[config.mk]
export PLATFORM = sky130hd
export DESIGN_NAME = npn_lut_eval
export DESIGN_NICKNAME = d
export VERILOG_FILES = /design/src/rtl/npn_lut_pkg.sv /design/src/rtl/npn_pipe_stage.sv /design/src/rtl/npn_lut_eval.sv
export SDC_FILE = /design/constraint.sdc
export NUM_CORES = 1
export LEC_CHECK = 0
export BUFFER_PORTS_ARGS = -buffer_cell sky130_fd_sc_hd__buf_2
export CAP_MARGIN = 20
export CORE_ASPECT_RATIO = 1.25
export CORE_MARGIN = 4
export CORE_UTILIZATION = 55
export DETAILED_ROUTE_END_ITERATION = 12
export PLACE_DENSITY = 0.83
export SYNTH_ARGS = -nofsm -noshare
export SYNTH_HDL_FRONTEND = slang
export SYNTH_SLANG_ARGS = --single-unit
[constraint.sdc]
create_clock -name clk_i -period 5.55 [get_ports clk_i]
set_input_delay 0.555 -clock clk_i [delete_from_list [all_inputs] [get_ports clk_i]]
set_output_delay 0.555 -clock clk_i [all_outputs]
set_load 0.01 [all_outputs]
[src/rtl/npn_lut_pkg.sv]
// rtl/npn_lut_pkg.sv - shared state type and permutation helpers for the NPN LUT evaluator
package npn_lut_pkg;

  typedef enum logic [1:0] {UNCFG, RUN, DRAIN} state_e;

  localparam int MAX_IN     = 6;
  localparam int MAX_PERM_W = 18;

  function automatic int clog2(input int n);
    int r;
    r = 0;
    for (int i = 0; i < 8; i++) begin
      if ((1 << i) < n) r = i + 1;
    end
    return r;
  endfunction

  // True when every field of perm is below num_in and no index repeats.
  function automatic logic perm_ok(input logic [MAX_PERM_W-1:0] perm, input int num_in);
    int w, idx, seen;
    logic ok;
    logic [MAX_PERM_W-1:0] sh;
    w    = clog2(num_in);
    seen = 0;
    ok   = 1'b1;
    for (int i = 0; i < MAX_IN; i++) begin
      if (i < num_in) begin
        sh  = perm >> (i * w);
        idx = int'(sh[2:0]) & ((1 << w) - 1);
        if (idx >= num_in || ((seen >> idx) & 1) != 0) ok = 1'b0;
        seen = seen | (1 << idx);
      end
    end
    return ok;
  endfunction

endpackage

[src/rtl/npn_pipe_stage.sv]
// rtl/npn_pipe_stage.sv - valid/ready register slice
module npn_pipe_stage #(
  parameter int W = 1
) (
  input  logic         clk_i,
  input  logic         rst_i,
  input  logic         in_valid_i,
  output logic         in_ready_o,
  input  logic [W-1:0] in_data_i,
  output logic         out_valid_o,
  input  logic         out_ready_i,
  output logic [W-1:0] out_data_o
);

  logic         valid_q, valid_d;
  logic [W-1:0] data_q, data_d;

  assign in_ready_o  = !valid_q || out_ready_i;
  assign out_valid_o = valid_q;
  assign out_data_o  = data_q;

  always_comb begin
    valid_d = valid_q;
    data_d  = data_q;
    if (in_ready_o) begin
      valid_d = in_valid_i;
      if (in_valid_i) data_d = in_data_i;
    end
  end

  always_ff @(posedge clk_i) begin
    if (rst_i) begin
      valid_q <= 1'b0;
      data_q  <= '0;
    end else begin
      valid_q <= valid_d;
      data_q  <= data_d;
    end
  end

endmodule

[src/rtl/npn_lut_eval.sv]
// rtl/npn_lut_eval.sv - NPN-transformed truth-table evaluator with two-stage stream pipeline
module npn_lut_eval
  import npn_lut_pkg::*;
#(
  parameter  int NUM_IN = 4,
  parameter  int CNT_W  = 16,
  localparam int TT_W   = 1 << NUM_IN,
  localparam int IDX_W  = clog2(NUM_IN),
  localparam int PERM_W = NUM_IN * IDX_W
) (
  input  logic              clk_i,
  input  logic              rst_i,
  input  logic              cfg_valid_i,
  output logic              cfg_ready_o,
  input  logic [TT_W-1:0]   cfg_tt_i,
  input  logic [PERM_W-1:0] cfg_perm_i,
  input  logic [NUM_IN-1:0] cfg_neg_in_i,
  input  logic              cfg_neg_out_i,
  output logic              cfg_err_o,
  input  logic              in_valid_i,
  output logic              in_ready_o,
  input  logic [NUM_IN-1:0] in_x_i,
  output logic              out_valid_o,
  input  logic              out_ready_i,
  output logic              out_y_o,
  output logic [CNT_W-1:0]  ones_cnt_o
);

  function automatic logic [PERM_W-1:0] ident_perm();
    logic [PERM_W-1:0] r;
    r = '0;
    for (int i = 0; i < NUM_IN; i++) r[i*IDX_W +: IDX_W] = IDX_W'(i);
    return r;
  endfunction

  state_e            state_q, state_d;
  logic [TT_W-1:0]   tt_q, tt_d;
  logic [PERM_W-1:0] perm_q, perm_d;
  logic [NUM_IN-1:0] neg_in_q, neg_in_d;
  logic              neg_out_q, neg_out_d;
  logic              cfg_err_q, cfg_err_d;
  logic [CNT_W-1:0]  ones_q, ones_d;

  logic              s1_in_valid, s1_in_ready, s1_valid;
  logic              s2_in_ready, s2_valid;
  logic [NUM_IN-1:0] p_d, p_q;
  logic              y_d, y_q;
  logic [NUM_IN-1:0] s_w, sh_w;
  logic [PERM_W-1:0] fld_w;
  logic              pipe_empty, perm_good, out_fire;

  assign pipe_empty  = !s1_valid && !s2_valid;
  assign perm_good   = perm_ok(MAX_PERM_W'(cfg_perm_i), NUM_IN);
  assign s1_in_valid = in_valid_i && in_ready_o;
  assign out_valid_o = s2_valid && !rst_i;
  assign out_fire    = out_valid_o && out_ready_i;
  assign out_y_o     = y_q;
  assign cfg_err_o   = cfg_err_q;
  assign ones_cnt_o  = ones_q;

  // The latched configuration only changes with an empty pipeline, so both stages see one config.
  always_comb begin
    s_w   = in_x_i ^ neg_in_q;
    p_d   = '0;
    fld_w = '0;
    sh_w  = '0;
    for (int i = 0; i < NUM_IN; i++) begin
      fld_w  = perm_q >> (i * IDX_W);
      sh_w   = s_w >> fld_w[IDX_W-1:0];
      p_d[i] = sh_w[0];
    end
    y_d = tt_q[p_q] ^ neg_out_q;
  end

  npn_pipe_stage #(.W(NUM_IN)) u_s1 (
    .clk_i       (clk_i),
    .rst_i       (rst_i),
    .in_valid_i  (s1_in_valid),
    .in_ready_o  (s1_in_ready),
    .in_data_i   (p_d),
    .out_valid_o (s1_valid),
    .out_ready_i (s2_in_ready),
    .out_data_o  (p_q)
  );

  npn_pipe_stage #(.W(1)) u_s2 (
    .clk_i       (clk_i),
    .rst_i       (rst_i),
    .in_valid_i  (s1_valid),
    .in_ready_o  (s2_in_ready),
    .in_data_i   (y_d),
    .out_valid_o (s2_valid),
    .out_ready_i (out_ready_i),
    .out_data_o  (y_q)
  );

  always_comb begin
    state_d     = state_q;
    tt_d        = tt_q;
    perm_d      = perm_q;
    neg_in_d    = neg_in_q;
    neg_out_d   = neg_out_q;
    cfg_err_d   = 1'b0;
    cfg_ready_o = 1'b0;
    in_ready_o  = 1'b0;
    unique case (state_q)
      UNCFG: cfg_ready_o = 1'b1;
      RUN: begin
        cfg_ready_o = pipe_empty;
        in_ready_o  = !cfg_valid_i && s1_in_ready;
        if (cfg_valid_i && !pipe_empty) state_d = DRAIN;
      end
      DRAIN: begin
        cfg_ready_o = pipe_empty;
        if (!cfg_valid_i && pipe_empty) state_d = RUN;
      end
      default: state_d = UNCFG;
    endcase
    if (rst_i) begin
      cfg_ready_o = 1'b0;
      in_ready_o  = 1'b0;
    end
    if (cfg_valid_i && cfg_ready_o) begin
      if (perm_good) begin
        tt_d      = cfg_tt_i;
        perm_d    = cfg_perm_i;
        neg_in_d  = cfg_neg_in_i;
        neg_out_d = cfg_neg_out_i;
        state_d   = RUN;
      end else begin
        cfg_err_d = 1'b1;
        if (state_q != UNCFG) state_d = RUN;
      end
    end
  end

  always_comb begin
    ones_d = ones_q;
    if (out_fire && y_q && ones_q != '1) ones_d = ones_q + CNT_W'(1);
  end

  always_ff @(posedge clk_i) begin
    if (rst_i) begin
      state_q   <= UNCFG;
      tt_q      <= '0;
      perm_q    <= ident_perm();
      neg_in_q  <= '0;
      neg_out_q <= 1'b0;
      cfg_err_q <= 1'b0;
      ones_q    <= '0;
    end else begin
      state_q   <= state_d;
      tt_q      <= tt_d;
      perm_q    <= perm_d;
      neg_in_q  <= neg_in_d;
      neg_out_q <= neg_out_d;
      cfg_err_q <= cfg_err_d;
      ones_q    <= ones_d;
    end
  end

endmodule
* Yosys cells after proc, flatten, opt, wreduce, memory -nomap -nowiden *
Index checks and enable logic that the tools add are counted.

cells by class
  add/subtract/negate cells = 1
  order comparisons = 5
  eq/ne operators = 3
  shifts and indexed selects = 11
  multiplexer cells = 17
  bitwise operators = 5
  reductions and logical operators = 28

operators with widths
  operator                                                     count
  left shift 1 x 2 -> 32 bit (first input constant)            3
  right shift 32 x 2 -> 1 bit                                  3
  OR 32 bit                                                    2
  adder 16 x 1 -> 16 bit (second input constant)               1
  inequality test 16 bit (second input constant)               1
  right shift 4 x 2 -> 1 bit                                   4
  >= comparator 2 x 3 -> 1 bit (second input constant)         4
  logical AND 1 bit                                            10
  2-to-1 mux 2 bit                                             5
  2-to-1 mux 1 bit                                             9
  logical OR 1 bit                                             6
  one-hot mux 2 bit (3 select lines)                           1
  AND reduction 2 bit                                          3
  zero test 1 bit                                              5
  less-than comparator 4 x 5 -> 1 bit (second input constant)  1
  binary-select mux 1 bit (select 4 bit)                       1
  OR reduction 2 bit                                           2
  bitwise XOR 4 bit                                            1
  equality test 2 x 1 -> 1 bit (second input constant)         1
  equality test 2 bit (second input constant)                  1
  zero test 2 bit                                              1
  one-hot mux 1 bit (2 select lines)                           1
  nonzero test 2 bit                                           1
  right shift 1 x 2 -> 1 bit (first input constant)            1
  other kinds (2)                                              2

word-level totals
  register bits after elaboration = 55
  input bits = 38
  output and inout bits = 21
  word-level logic and storage cells = 81

* Longest topological paths before layout *
  depth in word-level cells = 9
  depth in mapped cells = 8
  mapped depth without buffers = 7

* Modules after synthesis *
Synthesis repeated with hierarchy kept, for this count alone.

unflattened totals
  cells, all modules = 318
  area total of the unflattened synthesis = 2869.0 µm²

by module, submodules not included
  module                  instances  cells each  area each (µm²)  seq. area each (µm²)
  npn_lut_eval            1          288         2565.0           960.9
  npn_pipe_stage at u_s1  1          22          217.7            100.1
  npn_pipe_stage at u_s2  1          8           86.3             40.0

* Worst setup path before layout *
Ideal clock, no wire load.

  kind = input to register
  start point = input cfg_perm_i[1]
  end point = register neg_in_q[0]
  library setup time = 0.142 ns
  arrival time = 1.889 ns
  data required time = 5.408 ns
  path slack = 3.519 ns
  stages on the path = 8
  buffers on the path = 3
  cells stage by stage = buf_4 > o22ai_1 > or4b_1 > and3_1 > buf_6 > buf_12 > a21oi_2 > o221ai_2

between the ends
  cells in the longest elaborated chain, start to end = 7
  elaborated cells between the ends (all ways) = 17
  classes of those cells = order compare: 1; shift: 5; mux: 4; bitwise: 2; reduce/logical: 5

RTL lines
  element                                                      RTL line             RTL
  start, declared                                              npn_lut_eval.sv:16   input logic [PERM_W-1:0] cfg_perm_i,
  >= comparator 2 x 3 -> 1 bit (tied with other cells)         npn_lut_pkg.sv:30    if (idx >= num_in || ((seen >> idx) & 1) != 0) ok = 1'b0;
  logical OR 1 bit (tied with other cells)                     npn_lut_pkg.sv:30
  2-to-1 mux 1 bit (tied with other cells) (2 in series)       npn_lut_pkg.sv:30
  2-to-1 mux 1 bit / logical OR 1 bit (equally long branches)  npn_lut_pkg.sv:30
  2-to-1 mux 1 bit (*)                                         npn_lut_pkg.sv:30
  AND reduction 2 bit (no line) (*)                            -
  end signal, assigned                                         npn_lut_eval.sv:155  neg_in_q <= neg_in_d;
  end, declared                                                npn_lut_eval.sv:39   logic [NUM_IN-1:0] neg_in_q, neg_in_d;

Mark *: on every way between the ends. The rest lies on a longest branch, timed or not.
A chain may end at the register's enable or synchronous reset.

* Worst setup path after layout *
  start point = input cfg_perm_i[3]
  end point = register neg_in_q[0]

between the ends
  cells in the longest elaborated chain, start to end = 7
  elaborated cells between the ends (all ways) = 14
  classes of those cells = order compare: 1; shift: 4; mux: 3; bitwise: 2; reduce/logical: 4

RTL lines
  element                                                                 RTL line                              RTL
  left shift 1 x 2 -> 32 bit                                              npn_lut_pkg.sv:31                     seen = seen | (1 << idx);
  OR 32 bit                                                               npn_lut_pkg.sv:31
  right shift 32 x 2 -> 1 bit / OR 32 bit (equally long branches)         npn_lut_pkg.sv:30, npn_lut_pkg.sv:31
  logical OR 1 bit / right shift 32 x 2 -> 1 bit (equally long branches)  npn_lut_pkg.sv:30
  2-to-1 mux 1 bit / logical OR 1 bit (equally long branches)             npn_lut_pkg.sv:30
  2-to-1 mux 1 bit (*)                                                    npn_lut_pkg.sv:30
  AND reduction 2 bit (no line) (*)                                       -

Marks and branches as above.

==> load_flow_metrics.sql <==
INSERT INTO impl_metrics (metric_group, metric, value, unit) VALUES
('outcome', 'status', 'complete, no violations', ''),
('clocking', 'post-cts-setup-buffer-count', '0', ''),
('synthesis', 'synth_area', '3550', 'µm²'),
('worst_setup_path', 'worst_setup_path_start_kind', 'primary input', ''),
('worst_setup_path', 'cp_slowest_stage_delay', '0.88', 'ns'),
('worst_setup_path', 'worst-endpoint-required', '5.78', 'ns'),
('global_route', 'grt_max_degree', '58', ''),
('sta', 'final_worst_path_period_share', '0.470', ''),
('synthesis', 'yosys-top-cells-area', 'sky130_fd_sc_hd__dfxtp_1 31%, sky130_fd_sc_hd__nor2_1 7.8%, sky130_fd_sc_hd__xor2_1 5.9%, sky130_fd_sc_hd__o2111ai_1 5.2%, sky130_fd_sc_hd__mux4_2 5.1%', ''),
('sta', 'max_freq', '383', 'MHz'),
('sta', 'rsz0062_at_grt', 'no', ''),
('synthesis', 'synth_flop_cell', 'sky130_fd_sc_hd__dfxtp_1', ''),
('drt', 'post_drt_wl_per_cell', '14.7', 'µm'),
('sta', 'final_max_slew_viol_count', '0', ''),
('global_route', 'grt_pass1_wl', '13.4', 'mm'),
('worst_setup_path', 'crit_path_cell_trace', 'buf_2, xor2_1, o22ai_1, nor3_4, buf_4, o21ai_2, o221ai_2', ''),
('finish', 'final_layout_size_suffix_gt1_frac', '0.248', ''),
('placement', 'place.gp.congestion', '0.807', ''),
('power_and_ir_drop', 'irDropWorstVdd', '0.174', 'mV'),
('sta', 'relSlewSlack', '0.297', ''),
('clocking', 'clockBufferDepth', '2', ''),
('worst_setup_path', 'cp-startpoint', 'cfg_perm_i[3]', ''),
('clocking', 'post_cts_resized', '0', ''),
('global_route', 'grt_antenna_before_repair', '0', ''),
('finish', 'n_fill_cell', '543', ''),
('finish', 'antennaDiodeCount', '0', ''),
('worst_setup_path', 'worstReg2RegEnd', 'perm_q[6]', ''),
('clocking', 'quantity_of_hold_fixing_buffers_added_after_cts', '0', ''),
('power_and_ir_drop', 'power.static_leakage', '0.00156', 'µW'),
('finish', 'mostFrequentLayoutCells', '74 x sky130_fd_sc_hd__nor2_1, 58 x sky130_fd_sc_hd__buf_2, 55 x sky130_fd_sc_hd__dfxtp_1, 34 x sky130_fd_sc_hd__nand2_1, 24 x sky130_fd_sc_hd__xor2_1', ''),
('sta', 'final.min_clock_period', '2.61', 'ns'),
('clocking', 'cts-root-buf', 'sky130_fd_sc_hd__clkbuf_8', ''),
('drt', 'route.detailed.drc', '0', ''),
('synthesis', 'post-synth-top-area-fraction', '0.310', ''),
('drt', 'route.final.wire_length', '7.91', 'mm'),
('power_and_ir_drop', 'sw_frac_of_total', '0.331', ''),
('synthesis', 'ys_warn_count', '0', ''),
('power_and_ir_drop', 'seq_power_share', '0.471', ''),
('die', 'floorplan.rows', '32', ''),
('worst_setup_path', 'arrival_time_of_the_worst_setup_path', '2.84', 'ns'),
('hold_path', 'hold_path_class', 'reg -> reg', ''),
('clocking', 'clock_sink_count', '55', ''),
('drt', 'firstDrtPassIters', '4', ''),
('placement', 'detailed_place_hpwl', '5.63', 'mm'),
('synthesis', 'post_synth_inst_count', '419', ''),
('finish', 'design.final.nets', '497', ''),
('global_route', 'remaining_global_route_overflow', '0', ''),
('die', 'floorplan.die.width', '79.9', 'µm'),
('clocking', 'cts_made_buffers', '5', ''),
('worst_setup_path', 'crit_fanout', '26', ''),
('die', 'die_y', '97.8', 'µm'),
('drt', 'detail_route.iter0.violations', '122', ''),
('placement', 'number_of_port_buffers', '58', ''),
('clocking', 'clkTransAtPathRegs', '0.10', 'ns'),
('power_and_ir_drop', 'intPower', '724', 'µW'),
('drt', 'routed_via_density', '5.91', ''),
('finish', 'areaGrowthSynthToFinish', '10.6', '%'),
('worst_setup_path', 'r2r_setup_slack', '3.27', 'ns'),
('sta', 'setup_viol_count_final', '0', ''),
('clocking', 'cts.htree.levels', '2', ''),
('power_and_ir_drop', 'post-layout-total-power', '1080', 'µW'),
('worst_setup_path', 'critical_path_capture_point', 'neg_in_q[0]', ''),
('worst_setup_path', 'critical-path-slowest-cell', 'sky130_fd_sc_hd__nor3_4', ''),
('clocking', 'tritoncts', 'yes', ''),
('global_route', 'via_count_of_the_first_global_routing_pass', '2906', ''),
('global_route', 'groute.usage.overall', '0.210', ''),
('sta', 'worst_pin_slew', '1.05', 'ns'),
('die', 'die_ar', '7810', 'µm²'),
('synthesis', 'synth_enable_flop_cells', '0', ''),
('synthesis', 'async_flop_share', '0', ''),
('sta', 'number_of_hold_violations_in_the_final_report', '0', '');
-- synth_stat cells, types with 4 or more instances --
library cell	instances
sky130_fd_sc_hd__nor2b_1	6
sky130_fd_sc_hd__buf_2	10
sky130_fd_sc_hd__and3_1	6
sky130_fd_sc_hd__nand3_1	20
sky130_fd_sc_hd__nand4_1	4
sky130_fd_sc_hd__nor3_1	4
sky130_fd_sc_hd__ha_1	5
sky130_fd_sc_hd__o21ai_0	8
sky130_fd_sc_hd__mux2i_1	8
sky130_fd_sc_hd__clkbuf_1	15
sky130_fd_sc_hd__dfxtp_1	55
sky130_fd_sc_hd__xor2_1	24
sky130_fd_sc_hd__nand2_1	34
sky130_fd_sc_hd__o2111ai_1	21
sky130_fd_sc_hd__a21oi_1	8
sky130_fd_sc_hd__o211ai_1	23
sky130_fd_sc_hd__mux4_2	8
sky130_fd_sc_hd__a21oi_2	20
sky130_fd_sc_hd__nor2_1	74
sky130_fd_sc_hd__inv_1	9
sky130_fd_sc_hd__o221ai_2	9
-- registers in the layout (all words and copies together) (netlist names) --
register	count
cfg_err_o	1
neg_in_q	4
neg_out_q	1
ones_cnt_o	16
perm_q	8
state_q	2
tt_q	16
u_s1.out_data_o	4
u_s1.out_valid_o	1
u_s2.out_data_o	1
u_s2.out_valid_o	1
-- kinds of logic after synthesis --
kind of cell | share of synthesized area
adder cells (fa/ha/maj) | 0.0176
AO/OA/AOI/OAI | 0.259
AND/OR/NAND/NOR | 0.207
flip-flops | 0.310
multiplexers | 0.0733
XOR/XNOR | 0.0666
buffers and inverters | 0.0659
-- layer usage --
metal  global-route usage  part of all wire  vias to the layer above
li1                     -                 -                     1604
met1                0.272              0.42                     1497
met2                0.356              0.51                       83
met3               0.0360             0.057                        8
met4               0.0598             0.015                        0
met5                    0                 0                        -
-- metrics by stage --
step,cells,util,hold WS (ns),setup WS (ns),instance area (µm²)
final,540,0.633,0.521,2.94,3930
after global routing,540,0.633,0.558,2.71,3930
after CTS,540,0.633,0.522,2.95,3930
after detailed placement,532,0.616,0.506,2.61,3820
after global placement,531,0.611,0.490,2.68,3790
after floorplan,419,-,0.470,3.52,3550
-- how the worst min path moves through the flow --
stage | from | to | cells after the start
after detailed placement | perm_q[2] | perm_q[2] | 2
after floorplan | perm_q[6] | perm_q[6] | 2
after global routing | cfg_valid_i | cfg_err_o | 3
after global placement | perm_q[6] | perm_q[6] | 2
final | perm_q[2] | perm_q[2] | 2
after CTS | perm_q[2] | perm_q[2] | 2
-- power by group through the flow --
stage	Sequential [µW]	Clock (µW)	Combinational (µW)
finish	510	244	329
global route	515	262	369
CTS	509	249	330
detailed placement	518	0	328
global placement	517	0	311
floorplan	499	0	272
-- cell type report --
cell class                      instances  area [µm²]  area share
Sequential cell                        55        1100       0.280
Clock buffer                            7        96.3      0.0245
Clock inverter                          1        7.51     0.00191
Timing Repair Buffer                   63         348      0.0886
Multi-Input combinational cell        320        2230       0.569
Inverter                                9        33.8     0.00860
Tap cell                               85         106      0.0271
-- critical path: cells and delay by family --
kind	cells	cell delay, ns
AOI/OAI and AO/OA	3	0.62
xor gates and xnor gates	1	0.16
buffers and inverters	2	0.60
and+or+nand+nor	1	0.88
Note: power is estimated with default switching activity, not from simulation.
